===== config.mk =====
export PLATFORM = sky130hd
export DESIGN_NAME = sntc_ldpc_encode_ctrl
export DESIGN_NICKNAME = d
export VERILOG_FILES = /design/src/rtl/sntc_ldpc_encode_ctrl.sv
export SDC_FILE = /design/constraint.sdc
export NUM_CORES = 1
export LEC_CHECK = 0
export ABC_AREA = 1
export BUFFER_PORTS_ARGS = -buffer_cell sky130_fd_sc_hd__buf_4
export CORE_AREA = 4 4 204 206
export DETAILED_ROUTE_END_ITERATION = 8
export DIE_AREA = 0 0 208 210
export HOLD_SLACK_MARGIN = 0.03
export PLACE_DENSITY = 0.55
export RECOVER_POWER = 25
export SLEW_MARGIN = 20
export SYNTH_ARGS = -nofsm -noshare
export SYNTH_HDL_FRONTEND = slang
export SYNTH_SLANG_ARGS = --single-unit

===== constraint.sdc =====
create_clock -name clk -period 4.4 [get_ports clk]
set_input_delay 0.66 -clock clk [delete_from_list [all_inputs] [get_ports clk]]
set_output_delay 0.66 -clock clk [all_outputs]
set_load 0.01 [all_outputs]

===== src/rtl/sntc_ldpc_encode_ctrl.sv =====
// Sequencing controller for the NR LDPC encoder and syndrome checker: message in, codeword + pass/fail out.
// Optional macro SNTC_ENC_RETRY_EN: one re-check of a failing syndrome before reporting the error.
module sntc_ldpc_encode_ctrl #(
    parameter int NN      = 208,
    parameter int MM      = 168,
    parameter int CHK_LAT = 1,
    parameter int CNT_W   = 16
) (
    input  logic               clk,
    input  logic               clr,
    input  logic               msg_valid,
    output logic               msg_ready,
    input  logic [NN-MM-1:0]   msg_data,
    output logic [NN-MM-1:0]   enc_msg,
    input  logic [NN-1:0]      enc_cword,
    input  logic               enc_valid_cword,
    output logic               cw_valid,
    input  logic               cw_ready,
    output logic [NN-1:0]      cw_data,
    output logic               cw_err,
    output logic               busy,
    output logic [CNT_W-1:0]   enc_cnt,
    output logic [CNT_W-1:0]   err_cnt
);

    localparam int K = NN - MM;
    localparam logic [3:0]       WCNT_LOAD = 4'(CHK_LAT);
    localparam logic [CNT_W-1:0] CNT_MAX   = {CNT_W{1'b1}};
    localparam logic [CNT_W-1:0] CNT_ONE   = CNT_W'(1'b1);

    typedef enum logic [1:0] {
        IDLE = 2'd0,
        WAIT = 2'd1,
        OUT  = 2'd2
    } state_t;

    state_t           state_r, state_nxt_s;
    logic [3:0]       wcnt_r, wcnt_nxt_s;
    logic [K-1:0]     enc_msg_r, enc_msg_nxt_s;
    logic [NN-1:0]    cw_data_r, cw_data_nxt_s;
    logic             cw_err_r, cw_err_nxt_s;
    logic             cw_valid_r;
    logic             busy_r;
    logic [CNT_W-1:0] enc_cnt_r, enc_cnt_nxt_s;
    logic [CNT_W-1:0] err_cnt_r, err_cnt_nxt_s;
    logic             msg_ready_s;
`ifdef SNTC_ENC_RETRY_EN
    logic             retried_r, retried_nxt_s;
`endif

    // Next-state, handshake and counter update logic.
    always_comb begin
        state_nxt_s   = state_r;
        wcnt_nxt_s    = wcnt_r;
        enc_msg_nxt_s = enc_msg_r;
        cw_data_nxt_s = cw_data_r;
        cw_err_nxt_s  = cw_err_r;
        enc_cnt_nxt_s = enc_cnt_r;
        err_cnt_nxt_s = err_cnt_r;
        msg_ready_s   = 1'b0;
`ifdef SNTC_ENC_RETRY_EN
        retried_nxt_s = retried_r;
`endif
        case (state_r)
            IDLE: begin
                msg_ready_s = 1'b1;
                if (msg_valid) begin
                    enc_msg_nxt_s = msg_data;
                    wcnt_nxt_s    = WCNT_LOAD;
`ifdef SNTC_ENC_RETRY_EN
                    retried_nxt_s = 1'b0;
`endif
                    state_nxt_s   = WAIT;
                end else begin
                    state_nxt_s   = IDLE;
                end
            end
            WAIT: begin
                if (wcnt_r != 4'd0) begin
                    wcnt_nxt_s = wcnt_r - 4'd1;
                end else begin
`ifdef SNTC_ENC_RETRY_EN
                    // A first syndrome failure earns one more full check interval.
                    if (!enc_valid_cword && !retried_r) begin
                        retried_nxt_s = 1'b1;
                        wcnt_nxt_s    = WCNT_LOAD;
                    end else begin
                        cw_data_nxt_s = enc_cword;
                        cw_err_nxt_s  = ~enc_valid_cword;
                        state_nxt_s   = OUT;
                    end
`else
                    cw_data_nxt_s = enc_cword;
                    cw_err_nxt_s  = ~enc_valid_cword;
                    state_nxt_s   = OUT;
`endif
                end
            end
            OUT: begin
                msg_ready_s = cw_ready;
                if (cw_ready) begin
                    if (enc_cnt_r != CNT_MAX) begin
                        enc_cnt_nxt_s = enc_cnt_r + CNT_ONE;
                    end else begin
                        enc_cnt_nxt_s = enc_cnt_r;
                    end
                    if (cw_err_r && (err_cnt_r != CNT_MAX)) begin
                        err_cnt_nxt_s = err_cnt_r + CNT_ONE;
                    end else begin
                        err_cnt_nxt_s = err_cnt_r;
                    end
                    // Accepting the next message on the delivery edge keeps the input side bubble-free.
                    if (msg_valid) begin
                        enc_msg_nxt_s = msg_data;
                        wcnt_nxt_s    = WCNT_LOAD;
`ifdef SNTC_ENC_RETRY_EN
                        retried_nxt_s = 1'b0;
`endif
                        state_nxt_s   = WAIT;
                    end else begin
                        state_nxt_s   = IDLE;
                    end
                end else begin
                    state_nxt_s = OUT;
                end
            end
            default: begin
                state_nxt_s = IDLE;
            end
        endcase
    end

    // State and datapath registers; clr aborts any transfer in flight.
    always_ff @(posedge clk) begin
        if (clr) begin
            state_r    <= IDLE;
            wcnt_r     <= 4'd0;
            enc_msg_r  <= {K{1'b0}};
            cw_data_r  <= {NN{1'b0}};
            cw_err_r   <= 1'b0;
            cw_valid_r <= 1'b0;
            busy_r     <= 1'b0;
            enc_cnt_r  <= {CNT_W{1'b0}};
            err_cnt_r  <= {CNT_W{1'b0}};
`ifdef SNTC_ENC_RETRY_EN
            retried_r  <= 1'b0;
`endif
        end else begin
            state_r    <= state_nxt_s;
            wcnt_r     <= wcnt_nxt_s;
            enc_msg_r  <= enc_msg_nxt_s;
            cw_data_r  <= cw_data_nxt_s;
            cw_err_r   <= cw_err_nxt_s;
            cw_valid_r <= (state_nxt_s == OUT);
            busy_r     <= (state_nxt_s != IDLE);
            enc_cnt_r  <= enc_cnt_nxt_s;
            err_cnt_r  <= err_cnt_nxt_s;
`ifdef SNTC_ENC_RETRY_EN
            retried_r  <= retried_nxt_s;
`endif
        end
    end

    assign msg_ready = msg_ready_s;
    assign enc_msg   = enc_msg_r;
    assign cw_valid  = cw_valid_r;
    assign cw_data   = cw_data_r;
    assign cw_err    = cw_err_r;
    assign busy      = busy_r;
    assign enc_cnt   = enc_cnt_r;
    assign err_cnt   = err_cnt_r;

endmodule


* Yosys cells after proc, flatten, opt, wreduce, memory -nomap -nowiden *
Index checks and enable logic that the tools add are counted.
W data, S select, Z words.

cells by class
  equal/unequal tests = 7
  bitwise logic cells = 2
  mux-type cells = 12
  reduce and logical (&&, ||, !) cells = 11
  add/sub/neg operators = 3

operator list
  cell                     number
  $mux W40                 2
  $pmux W40 S2             1
  $add A16 B1 Y16 const B  2
  $ne A16 B16 Y1 const B   2
  $mux W4                  3
  $pmux W4 S3              1
  $reduce_and A3 Y1        3
  $pmux W2 S3              1
  $eq A2 B2 Y1 const B     2
  $mux W2                  2
  $ne A2 B2 Y1 const B     2
  $reduce_and A2 Y1        2
  $reduce_bool A2 Y1       2
  $reduce_bool A4 Y1       1
  $sub A4 B1 Y4 const B    1
  $reduce_bool A3 Y1       1
  $eq A2 B1 Y1 const B     1
  $logic_not A2 Y1         1
  $not A1 Y1               2
  $pmux W1 S2              1
  $logic_and A1 B1 Y1      1
  $mux W1                  1

word-level totals
  input port bits = 253
  register bits = 289

* Longest topological paths before layout *
  word-level depth = 4
  gate-level depth with buffers = 11
  depth with buffers taken out = 10

* Worst setup path after synthesis *
Ideal clock, no wire load.

  kind = input to register
  start = input port cw_ready
  end = register enc_msg_r[0] (netlist: enc_msg[0])
  arrival time = 1.506 ns
  slack = 2.778 ns
  required time = 4.284 ns
  stages on the path = 6
  library setup time = 0.116 ns
  path buffers = 1
  cells stage by stage = inv_2 a21oi_1 nand2_1 clkbuf_1 o21ai_0 nor2_1

on the way
  cells in the longest elaborated chain, start to end = 2

RTL lines
  what                                line  source
  from (decl)                         18    input logic cw_ready,
  $ne A2 B2 Y1 (no source line)       n/a
  $reduce_and A2 Y1 (no source line)  n/a
  to (signal assigned)                138   enc_msg_r <= {K{1'b0}};
  to (signal assigned)                151   enc_msg_r <= enc_msg_nxt_s;
  to (decl)                           39    logic [K-1:0] enc_msg_r, enc_msg_nxt_s;

Every way passes these cells.
A chain may end at the register's enable or synchronous reset.

* Final worst setup path *
  start = register wcnt_r[0]
  end = register cw_data_r[179] (netlist: cw_data[179])

on the way
  cells in the longest elaborated chain, start to end = 3

RTL lines
  what                                line  source
  from (decl)                         38    logic [3:0] wcnt_r, wcnt_nxt_s;
  from (signal assigned)              150   wcnt_r <= wcnt_nxt_s;
  $reduce_bool A4 Y1                  79    if (wcnt_r != 4'd0) begin
  $not A1 Y1 (no source line)         n/a
  $reduce_and A2 Y1 (no source line)  n/a
  to (signal assigned)                139   cw_data_r <= {NN{1'b0}};
  to (signal assigned)                152   cw_data_r <= cw_data_nxt_s;
  to (decl)                           40    logic [NN-1:0] cw_data_r, cw_data_nxt_s;

Every way passes these cells.

==> impl_metrics.py <==
metrics = {
    "routing": {
        "drc_errors": 0,
        "wl_per_cell_um": 16.15,
        "drt-total-wl_um": 39880,
        "drtIter0Drc": 616,
        "drtPass1Iterations": 5,
        "vias": 10970,
        "via_per_inst": 4.442,
        "antenna_left": 0,
    },
    "setup_path": {
        "critPathSlowestCell": "inv_6",
        "crit_arrival_ns": 3.28,
        "path_cells": "inv_1, ha_1, nand3_4, inv_6, buf_4, nor2_1, nor2_1",
        "worstSetupEndpointType": "flip-flop",
        "path_max_fanout": 94,
        "crit_top_cell": "nor2_1",
        "crit_family": "buffers and inverters",
        "critPathBufInv": 3,
        "critPathKind": "flip-flop to flip-flop",
        "worstSetupStartpointType": "flip-flop",
        "cp_slowest_stage_delay_ns": 0.78,
        "cp.required_ns": 4.85,
    },
    "power_and_ir_drop": {
        "p_leak_nw": 6.673,
        "ir_worst_vdd_mv": 0.2917,
        "power.density_nw_per_um2": 517.7,
        "power_w": 0.008157,
    },
    "sta": {
        "slew-limit-headroom_pct": 40.80,
        "setup_tns_ns": 0,
        "holdWs_ns": 0.3103,
        "setup_viol": 0,
        "worst_pin_slew_ns": 0.8847,
        "fin_worst_skew_ns": 0.01319,
        "timing.final.crit_share_pct": 64.49,
        "rsz0062_at_grt": "no",
        "period_needed_ns": 2.838,
        "fmax_mhz": 352.4,
        "drv_slew": 0,
        "hold_viol_final": 0,
    },
    "synth": {
        "avgSynthCellArea_um2": 7.638,
        "synth_cells": 1429,
        "yosysWarnings": 0,
        "synth_seq_cells": 289,
        "synth_nets": 1685,
        "synthesis.area_um2": 10910,
        "synth_seq_area_share_pct": 53.01,
        "synthDistinctLibCells": 32,
    },
    "final_layout": {
        "finish.instance_area_um2": 15760,
        "areaGrowthSynthToFinish_pct": 44.35,
        "drive_above_1_share_pct": 24.96,
        "num-nets-final": 2176,
        "nFillCells": 4238,
    },
    "clock_tree": {
        "clock_latency_ns": 0.52,
        "cts_buffer_depth": 3,
        "cts_tree": "built",
        "cts_sinks": 289,
        "cts_resized": 0,
        "cts_buffers": 35,
        "hold_buffers": 0,
        "htree_levels": 2,
        "root_buffer": "clkbuf_16",
        "cts_setup_buffers": 0,
        "clk_pin_slew_worst_paths_ns": 0.05,
    },
    "placement": {
        "port_buffers": 536,
        "dp_hpwl_um": 29390,
        "place_area_um2": 15130,
        "gp_congestion": 0.8704,
    },
    "global_routing": {
        "grt_max_degree": 129,
        "grt_pass1_wl_um": 59910,
        "antenna_found_initial": 1,
        "gr-total-overflow": 0,
        "grt.total_usage_pct": 16.97,
        "grt_pass1_vias": 10420,
    },
    "floorplanning": {
        "core_area_um2": 39640,
        "die_h_um": 210,
        "die_x_um": 208,
        "initial_core_util_pct": 27.53,
        "io_pins": 537,
        "rows": 73,
        "dieArea_um2": 43680,
    },
    "min_path": {
        "hp-class": "input pin to flip-flop",
    },
    "flow_run": {
        "cap_violations": 0,
    },
    "outcome": {
        "status": "completed",
    },
}
[final timing paths]
check | startpoint | endpoint | slack (ns) | cells after the start
hold reg to reg | cw_data[3] | cw_data[3] | 0.48 | 2
setup reg to reg | wcnt_r[0] | cw_data[179] | 1.56 | 7
hold / removal | enc_valid_cword | cw_err | 0.31 | 2
setup / recovery | wcnt_r[0] | cw_data[179] | 1.56 | 7
[worst register-to-register path: stages (launching register included)]
cell and delay [ns]:
dfxtp_1 0.31, inv_1 0.09, ha_1 0.23, nand3_4 0.55, inv_6 0.78, buf_4 0.59, nor2_1 0.09, nor2_1 0.12
[synth_stat cells]
cell      instances  share of area (%)
nor2_4            7               0.72
nand2_2           4               0.23
buf_2             8               0.37
inv_2             5               0.17
clkbuf_2          1              0.046
o21ai_1          98                4.5
o21ai_2           4               0.32
inv_1            34                1.2
nand3_1          31                1.4
nand2_1         105                3.6
xor2_1            5               0.40
nor2_2            1              0.057
clkbuf_1         42                1.4
o21ai_0         148                6.8
and3_1            1              0.057
nor3_4            1               0.15
a21oi_1          26                1.2
a211oi_1          1              0.069
buf_8             1               0.14
nor3_2            3               0.28
ha_1              3               0.34
nand2_4           2               0.21
buf_6            16                1.7
nor2_1          555                 19
xnor2_1           4               0.32
buf_4            23                1.6
nand3b_1          2               0.14
nand4_1           2               0.11
nand3_2           2               0.18
dfxtp_1         289                 53
nor3_1            4               0.18
nor4_1            1              0.057
[logic make-up after synthesis]
| kind of cell | after synthesis | share of synthesized area [%] |
|---|---|---|
| adder cells (fa/ha/maj) | 3 | 0.3440 |
| flip-flops | 289 | 53.01 |
| XOR/XNOR | 9 | 0.7222 |
| buffers and inverters | 130 | 6.569 |
| AO/OA/AOI/OAI | 277 | 12.86 |
| AND/OR/NAND/NOR | 721 | 26.49 |
[cell type report]
class                   count  area (um2)  area share [%]
flip-flops and latches    289        5786           36.72
multi-input cells        1010        4409           27.99
repair buffers            545        3587           22.77
clock buffers              55        1104           7.004
well taps                 525       656.9           4.169
inverters                  39       156.4          0.9927
clock inverters             5       53.80          0.3415
diodes                      1       2.502         0.01588
[stage by stage]
step / setup WS, ns / std cells / utilization [%]
final: 1.562 / 2469 / 39.75
after global routing: 1.247 / 2468 / 39.74
after CTS: 1.480 / 2468 / 41.10
after detailed placement: 1.479 / 2408 / 38.18
after global placement: 1.571 / 2408 / 38.18
after floorplan: 2.778 / 1429 / -
[cell usage in the layout (no fill, tap or decap), types with 2 or more instances in the layout]
cell type,instances
nand3_1,31
o21ai_2,4
nor2_4,6
nand2_1,106
inv_2,4
nand4_1,2
ha_1,3
inv_1,33
dfxtp_1,289
buf_4,402
nand2_2,3
a21oi_1,26
nand3b_1,2
buf_12,2
nor3_2,3
o21ai_0,148
nand2_4,2
clkbuf_8,11
clkinv_2,3
inv_6,2
clkbuf_1,148
nor2_1,556
nor3_1,4
xnor2_1,4
o21ai_1,98
xor2_1,5
clkbuf_16,37
[state kept, by name (all words and copies together), names as in the netlist]
register and cells:
enc_msg 40, cw_valid 1, wcnt_r 4, state_r 2, cw_data 208, err_cnt 16, cw_err 1, busy 1
enc_cnt 16
[per-layer routing]
layer	global-route usage, %	routed length (um)
met4	5.504	1151
met5	0	9
met2	29.38	19310
met3	6.608	3692
met1	19.37	15710
[where the power goes]
part	internal (W)	leakage (nW)	total (W)	switching, W
clock	0.00177	0.573	0.00287	0.00110
sequential	0.00306	2.36	0.00329	0.000230
combinational	0.000803	3.74	0.00200	0.00119
(Power assumes the default switching activity.)
